**src/rtl/sram_ctrl_pkg.sv**
```systemverilog
// rtl/sram_ctrl_pkg.sv - shared types and default timing for the sram access controller
// FSM state encoding plus default array geometry and phase lengths.
package sram_ctrl_pkg;

  typedef enum logic [2:0] {
    ST_IDLE      = 3'd0,
    ST_PRECHARGE = 3'd1,
    ST_SENSE     = 3'd2,
    ST_RESP      = 3'd3,
    ST_WRITE     = 3'd4,
    ST_RECOVER   = 3'd5
  } state_e;

  localparam int DEF_ROWS      = 16;
  localparam int DEF_COLS      = 8;
  localparam int DEF_PRE_CYC   = 1;
  localparam int DEF_SENSE_CYC = 2;
  localparam int DEF_WR_CYC    = 1;

  function automatic int max3(input int a, input int b, input int c);
    int m;
    m = a;
    if (b > m) m = b;
    if (c > m) m = c;
    return m;
  endfunction

endpackage

```
**src/rtl/sram_access_ctrl_if.sv**
```systemverilog
// rtl/sram_access_ctrl_if.sv - host request/response channels of the sram access controller
// The host drives the master side, the controller implements the slave side.
interface sram_access_ctrl_if #(
  parameter int AW   = 4,
  parameter int COLS = 8
);

  logic            req_valid;
  logic            req_ready;
  logic            req_we;
  logic [AW-1:0]   req_addr;
  logic [COLS-1:0] req_wdata;
  logic            rsp_valid;
  logic            rsp_ready;
  logic [COLS-1:0] rsp_rdata;

  modport master (
    output req_valid, req_we, req_addr, req_wdata, rsp_ready,
    input  req_ready, rsp_valid, rsp_rdata
  );

  modport slave (
    input  req_valid, req_we, req_addr, req_wdata, rsp_ready,
    output req_ready, rsp_valid, rsp_rdata
  );

endinterface

```
**src/rtl/sram_phase_timer.sv**
```systemverilog
// rtl/sram_phase_timer.sv - loadable phase down-counter for the sram access controller
// Loaded with (N-1) on phase entry; done is high while the count sits at zero.
module sram_phase_timer #(
  parameter int W = 2
) (
  input  logic         clk,
  input  logic         rst_n,
  input  logic         load,
  input  logic [W-1:0] load_val,
  output logic         done
);

  logic [W-1:0] cnt;

  always_ff @(posedge clk) begin
    if (!rst_n) begin
      cnt <= '0;
    end else if (load) begin
      cnt <= load_val;
    end else if (cnt != '0) begin
      cnt <= cnt - 1'b1;
    end
  end

  assign done = (cnt == '0);

endmodule

```
**src/rtl/sram_access_ctrl.sv**
```systemverilog
// rtl/sram_access_ctrl.sv - clocked initiator sequencing sram macro pins for host reads/writes
// Precharge/sense/capture for reads, write pulse plus bitline recovery for writes.
module sram_access_ctrl
  import sram_ctrl_pkg::*;
#(
  parameter int ROWS      = DEF_ROWS,
  parameter int COLS      = DEF_COLS,
  parameter int PRE_CYC   = DEF_PRE_CYC,
  parameter int SENSE_CYC = DEF_SENSE_CYC,
  parameter int WR_CYC    = DEF_WR_CYC,
  localparam int AW       = $clog2(ROWS)
) (
  input  logic             clk,
  input  logic             rst_n,
  sram_access_ctrl_if.slave host,
  output logic             err_oor,
  output logic [AW-1:0]    sram_row_sel,
  output logic [COLS-1:0]  sram_data_in,
  output logic             sram_rd_wr,
  input  logic [COLS-1:0]  sram_data_out
);

  localparam int MAX_CYC = max3(PRE_CYC, SENSE_CYC, WR_CYC);
  localparam int TW      = $clog2(MAX_CYC + 1);

  localparam logic [AW:0]   ROWS_W      = (AW + 1)'(ROWS);
  localparam logic [TW-1:0] PRE_LOAD    = TW'(PRE_CYC - 1);
  localparam logic [TW-1:0] SENSE_LOAD  = TW'(SENSE_CYC - 1);
  localparam logic [TW-1:0] WR_LOAD     = TW'(WR_CYC - 1);

  state_e        state;
  state_e        state_n;
  logic          accept;
  logic          oor;
  logic          timer_load;
  logic [TW-1:0] timer_val;
  logic          timer_done;

  // Accept only in IDLE; req_ready is the registered image of that same condition.
  assign accept = host.req_valid && (state == ST_IDLE);
  assign oor    = ({1'b0, host.req_addr} >= ROWS_W);

  always_comb begin
    state_n = state;
    unique case (state)
      ST_IDLE: begin
        if (accept) begin
          if (host.req_we) state_n = oor ? ST_IDLE : ST_WRITE;
          else             state_n = oor ? ST_RESP : ST_PRECHARGE;
        end
      end
      ST_PRECHARGE: if (timer_done) state_n = ST_SENSE;
      ST_SENSE:     if (timer_done) state_n = ST_RESP;
      ST_RESP:      if (host.rsp_ready) state_n = ST_IDLE;
      ST_WRITE:     if (timer_done) state_n = ST_RECOVER;
      ST_RECOVER:   if (timer_done) state_n = ST_IDLE;
      default:      state_n = ST_IDLE;
    endcase
  end

  // Every timed phase is entered from a different state, so a state change marks entry.
  always_comb begin
    timer_load = (state_n != state);
    timer_val  = '0;
    unique case (state_n)
      ST_PRECHARGE, ST_RECOVER: timer_val = PRE_LOAD;
      ST_SENSE:                 timer_val = SENSE_LOAD;
      ST_WRITE:                 timer_val = WR_LOAD;
      default:                  timer_val = '0;
    endcase
  end

  sram_phase_timer #(
    .W(TW)
  ) u_timer (
    .clk      (clk),
    .rst_n    (rst_n),
    .load     (timer_load),
    .load_val (timer_val),
    .done     (timer_done)
  );

  always_ff @(posedge clk) begin
    if (!rst_n) begin
      state          <= ST_IDLE;
      host.req_ready <= 1'b1;
      host.rsp_valid <= 1'b0;
      host.rsp_rdata <= '0;
      err_oor        <= 1'b0;
      sram_row_sel   <= '0;
      sram_data_in   <= '0;
      sram_rd_wr     <= 1'b1;
    end else begin
      state          <= state_n;
      host.req_ready <= (state_n == ST_IDLE);
      host.rsp_valid <= (state_n == ST_RESP);
      sram_rd_wr     <= (state_n != ST_WRITE);

      // Out-of-range requests never reach the macro pins.
      if (accept && !oor) begin
        sram_row_sel <= host.req_addr;
        sram_data_in <= host.req_wdata;
      end

      if (accept && oor) begin
        err_oor <= 1'b1;
        if (!host.req_we) host.rsp_rdata <= '0;
      end

      if ((state == ST_SENSE) && timer_done) begin
        host.rsp_rdata <= sram_data_out;
      end
    end
  end

endmodule

```
**src/flat_wrapper.sv**
```systemverilog
// flat-port wrapper written by rule: the top's interface ports become plain ports
module sram_access_ctrl_flat import sram_ctrl_pkg::*;
#(
  parameter int ROWS      = DEF_ROWS,
  parameter int COLS      = DEF_COLS,
  parameter int PRE_CYC   = DEF_PRE_CYC,
  parameter int SENSE_CYC = DEF_SENSE_CYC,
  parameter int WR_CYC    = DEF_WR_CYC,
  localparam int AW       = $clog2(ROWS)
)
  (clk, rst_n, err_oor, sram_row_sel, sram_data_in, sram_rd_wr, sram_data_out, host_req_valid, host_req_we, host_req_addr, host_req_wdata, host_rsp_ready, host_req_ready, host_rsp_valid, host_rsp_rdata);
  sram_access_ctrl_if #(.AW((4)), .COLS(COLS)) host_i ();
  input  logic clk;
  input  logic rst_n;
  output logic err_oor;
  output logic [AW-1:0] sram_row_sel;
  output logic [COLS-1:0] sram_data_in;
  output logic sram_rd_wr;
  input  logic [COLS-1:0] sram_data_out;
  input wire logic [$bits(host_i.req_valid)-1:0] host_req_valid;
  input wire logic [$bits(host_i.req_we)-1:0] host_req_we;
  input wire logic [$bits(host_i.req_addr)-1:0] host_req_addr;
  input wire logic [$bits(host_i.req_wdata)-1:0] host_req_wdata;
  input wire logic [$bits(host_i.rsp_ready)-1:0] host_rsp_ready;
  output wire logic [$bits(host_i.req_ready)-1:0] host_req_ready;
  output wire logic [$bits(host_i.rsp_valid)-1:0] host_rsp_valid;
  output wire logic [$bits(host_i.rsp_rdata)-1:0] host_rsp_rdata;
  assign host_i.req_valid = host_req_valid;
  assign host_i.req_we = host_req_we;
  assign host_i.req_addr = host_req_addr;
  assign host_i.req_wdata = host_req_wdata;
  assign host_i.rsp_ready = host_rsp_ready;
  assign host_req_ready = host_i.req_ready;
  assign host_rsp_valid = host_i.rsp_valid;
  assign host_rsp_rdata = host_i.rsp_rdata;
  sram_access_ctrl #(.ROWS(ROWS), .COLS(COLS), .PRE_CYC(PRE_CYC), .SENSE_CYC(SENSE_CYC), .WR_CYC(WR_CYC)) u_core (.clk(clk), .rst_n(rst_n), .host(host_i), .err_oor(err_oor), .sram_row_sel(sram_row_sel), .sram_data_in(sram_data_in), .sram_rd_wr(sram_rd_wr), .sram_data_out(sram_data_out));
endmodule
```
**config.mk**
```make
export PLATFORM = sky130hd
export DESIGN_NAME = sram_access_ctrl_flat
export DESIGN_NICKNAME = d
export VERILOG_FILES = /design/src/rtl/sram_ctrl_pkg.sv /design/src/rtl/sram_access_ctrl_if.sv /design/src/rtl/sram_phase_timer.sv /design/src/rtl/sram_access_ctrl.sv /design/src/flat_wrapper.sv
export SDC_FILE = /design/constraint.sdc
export NUM_CORES = 1
export LEC_CHECK = 0
export ABC_CLOCK_PERIOD_IN_PS = 2220
export CORE_MARGIN = 1
export CORE_UTILIZATION = 30
export CTS_BUF_LIST = sky130_fd_sc_hd__clkbuf_2
export DETAILED_ROUTE_END_ITERATION = 8
export DONT_BUFFER_PORTS = 1
export SLEW_MARGIN = 20
export SYNTH_ARGS = -nofsm -noshare
export SYNTH_HDL_FRONTEND = slang
export SYNTH_SLANG_ARGS = --single-unit
```
**constraint.sdc**
```tcl
create_clock -name clk -period 2.22 [get_ports clk]
set_input_delay 0.666 -clock clk [delete_from_list [all_inputs] [get_ports clk]]
set_output_delay 0.666 -clock clk [all_outputs]
set_load 0.1 [all_outputs]
```
==> flow_metrics.env <==
export IMPL_synthCells=131
export IMPL_drt_wl_total_mm=2.47
export IMPL_holdBufCountCts=0
export IMPL_rows=22
export IMPL_fin_setup_tns_ps=0
export IMPL_leakage_nw=0.571
export IMPL_cts_num_sinks=28
export IMPL_yosys_area_top_type="dfxtp_1"
export IMPL_synthesis_nets=157
export IMPL_crit_required_ps=1550
export IMPL_ir_drop_mv=0.385
export IMPL_dieArea_um2=4270
export IMPL_drv_cap=0
export IMPL_grt_util_all_layers_pct=12.5
export IMPL_cp_slowest_stage_delay_ps=400
export IMPL_hold_slack_ps=408
export IMPL_skew_ps=3.92
export IMPL_ys_seq_area_share_pct=46.6
export IMPL_setup_violations=0
export IMPL_period_share_pct=76.7
export IMPL_slowest_stage="dfxtp_1"
export IMPL_synthesis_area_um2=1200
export IMPL_critPathBufInv=1
export IMPL_ys_warn_count=0
export IMPL_route_antenna_remaining_nets=0
export IMPL_outcome="complete, no violations"
export IMPL_crit_path_max_fanout=2
export IMPL_worst_slew_pin_slew_ps=516
export IMPL_area_delta_synth_final_pct=16.6
export IMPL_htreeDepth=1
export IMPL_path_cells="buf_4"
export IMPL_core_area_um2=3740
export IMPL_num_vias=949
export IMPL_cts_setup_buffers=0
export IMPL_grt_max_degree=22
export IMPL_synth_top_area_share_pct=46.6
export IMPL_cts_tree="done"
export IMPL_overflow=0
export IMPL_drive_gt1_share_pct=24.0
export IMPL_rsz0062_at_grt="false"
export IMPL_die_x_um=65.3
export IMPL_crit_family="flip-flops"
export IMPL_path_depth=1
export IMPL_slew_headroom_pct=65.6
export IMPL_reg2reg_depth=7
export IMPL_first_iter_violations=15
export IMPL_worst_hold_path_type="input pin to register"
export IMPL_cts_repair_resized=0
export IMPL_initial_core_util_pct=32.1
export IMPL_path_clk_slew_ps=240
export IMPL_portBuffers=0
export IMPL_placedCellCount=195
export IMPL_dp_hpwl_mm=1.89
export IMPL_synth_area_leaders="dfxtp_1 (47%), nand2_1 (9.1%), mux2i_1 (6.7%)"
export IMPL_wire_per_inst_um=12.5
export IMPL_startpoint_type="register"
export IMPL_fin_ws_ps=517
export IMPL_clockBufferDepth=2
export IMPL_hold_path_depth=2
export IMPL_grt_pass1_vias=935
export IMPL_cp_end_kind="primary output"
export IMPL_numCtsBuffers=3
export IMPL_max_freq_mhz=587
export IMPL_p_per_area_nw_per_um2=1610
export IMPL_clk_latency_ps=340
export IMPL_drtPass1Iterations=4
export IMPL_fin_cells=198
export IMPL_antenna_found_initial=0
export IMPL_final_nets=178
export IMPL_root_buffer="clkbuf_2"
export IMPL_num_io_pins=49
export IMPL_drc=0
export IMPL_final_hold_violation_count=0
export IMPL_grt_first_pass_wirelength_mm=4.15
export IMPL_ys_ff_latch=28
export IMPL_layout_min_cycle_time_ps=1700
export IMPL_n_antenna_cell=0
export IMPL_crit_type="register to primary output"
export IMPL_worstPathArrival_ps=1040
export IMPL_die_h_um=65.3
export IMPL_pre_cts_slack_ps=534
export IMPL_syn_area_per_cell_um2=9.18
export IMPL_maxSlewViolCount=0
export IMPL_via_per_inst=4.79
export IMPL_synth_cell_types=33
export IMPL_gp_congestion=0.846
where the power goes:
group	switching (mW)	internal, mW	total [mW]
combinational	0.982	0.359	1.34
clock	0.139	0.0367	0.175
sequential	0.118	0.621	0.739
total	1.24	1.02	2.26
cells in the final DEF (no fill, tap or decap), types with 2 or more instances in the layout:
master,count
a21oi_1,14
nand2b_1,2
nand2_1,29
mux2i_1,8
dfxtp_1,28
nor2_1,12
clkbuf_2,3
inv_1,4
nand3b_1,2
nand4_1,2
buf_4,26
logic make-up after synthesis:
logic type	after synthesis	share of synthesized area (%)
and+or+nand+nor	52	20.8
DFF	28	46.6
AOI/OAI and AO/OA	25	15.5
buffers and inverters	14	7.08
muxes	9	7.91
adders and majority gates	1	1.04
other	1	0.312
xor gates and xnor gates	1	0.729
worst paths after layout:
path	from	endpoint	slack, ps
setup reg to reg	u_core.u_timer.cnt[0]	u_core.host.rsp_rdata[6]	520
hold / removal	rst_n	u_core.u_timer.cnt[1]	410
hold reg to reg	u_core.sram_data_in[6]	u_core.sram_data_in[6]	470
setup / recovery	u_core.sram_data_in[3]	sram_data_in[3]	520
registers in the layout, indices dropped and copies added, names as in the netlist:
| name | count |
|---|---|
| u_core.state | 3 |
| u_core.host.rsp_valid | 1 |
| u_core.u_timer.cnt | 2 |
| u_core.sram_row_sel | 4 |
| u_core.sram_rd_wr | 1 |
| u_core.sram_data_in | 8 |
| u_core.host.req_ready | 1 |
| u_core.host.rsp_rdata | 8 |
Yosys cell counts:
| library cell | instances |
|---|---|
| dfxtp_1 | 28 |
| inv_1 | 4 |
| xnor2_1 | 1 |
| a22oi_4 | 1 |
| a21oi_2 | 1 |
| nor3b_2 | 1 |
| o21a_1 | 1 |
| nor4b_4 | 1 |
| or3b_1 | 1 |
| o21ai_0 | 1 |
| mux2i_1 | 8 |
| a2111oi_4 | 1 |
| a21boi_0 | 1 |
| mux2_4 | 1 |
| nor2_1 | 12 |
| o22ai_1 | 1 |
| ha_1 | 1 |
| nand3b_1 | 2 |
| nor2b_1 | 1 |
| conb_1 | 1 |
| a21oi_1 | 14 |
| nand3_1 | 1 |
| buf_2 | 2 |
| buf_6 | 2 |
| a211o_1 | 1 |
| buf_4 | 4 |
| clkbuf_1 | 2 |
| nand4_1 | 2 |
| o32ai_1 | 1 |
| o21ai_1 | 1 |
| nand2_1 | 29 |
| nand2b_1 | 2 |
| a21bo_2 | 1 |
routing by layer:
layer | GRT usage (%) | vias to the layer above | part of all wire (%)
met5 | 0 | - | 0
met2 | 21.8 | 30 | 52
met1 | 14.7 | 446 | 43
li1 | - | 473 | -
met3 | 1.74 | 0 | 5.6
met4 | 6.79 | 0 | 0
area by class of cell:
| type | instances | area (um2) |
|---|---|---|
| fillers | 394 | 2340 |
| flip-flops and latches | 28 | 561 |
| multi-input cells | 89 | 557 |
| repair buffers | 26 | 195 |
| well taps | 48 | 60.1 |
| clock buffers | 3 | 15.0 |
| inverters | 4 | 15.0 |
per-stage QoR:
step	power [mW]	instance area, um2	utilization (%)
2_1_floorplan	1.90	1200	-
3_3_place_gp	2.06	1390	37.1
3_5_place_dp	2.10	1390	37.1
4_1_cts	2.28	1400	37.5
5_1_grt	2.39	1400	37.5
6_report	2.26	1400	37.5
(Power assumes the default switching activity.)
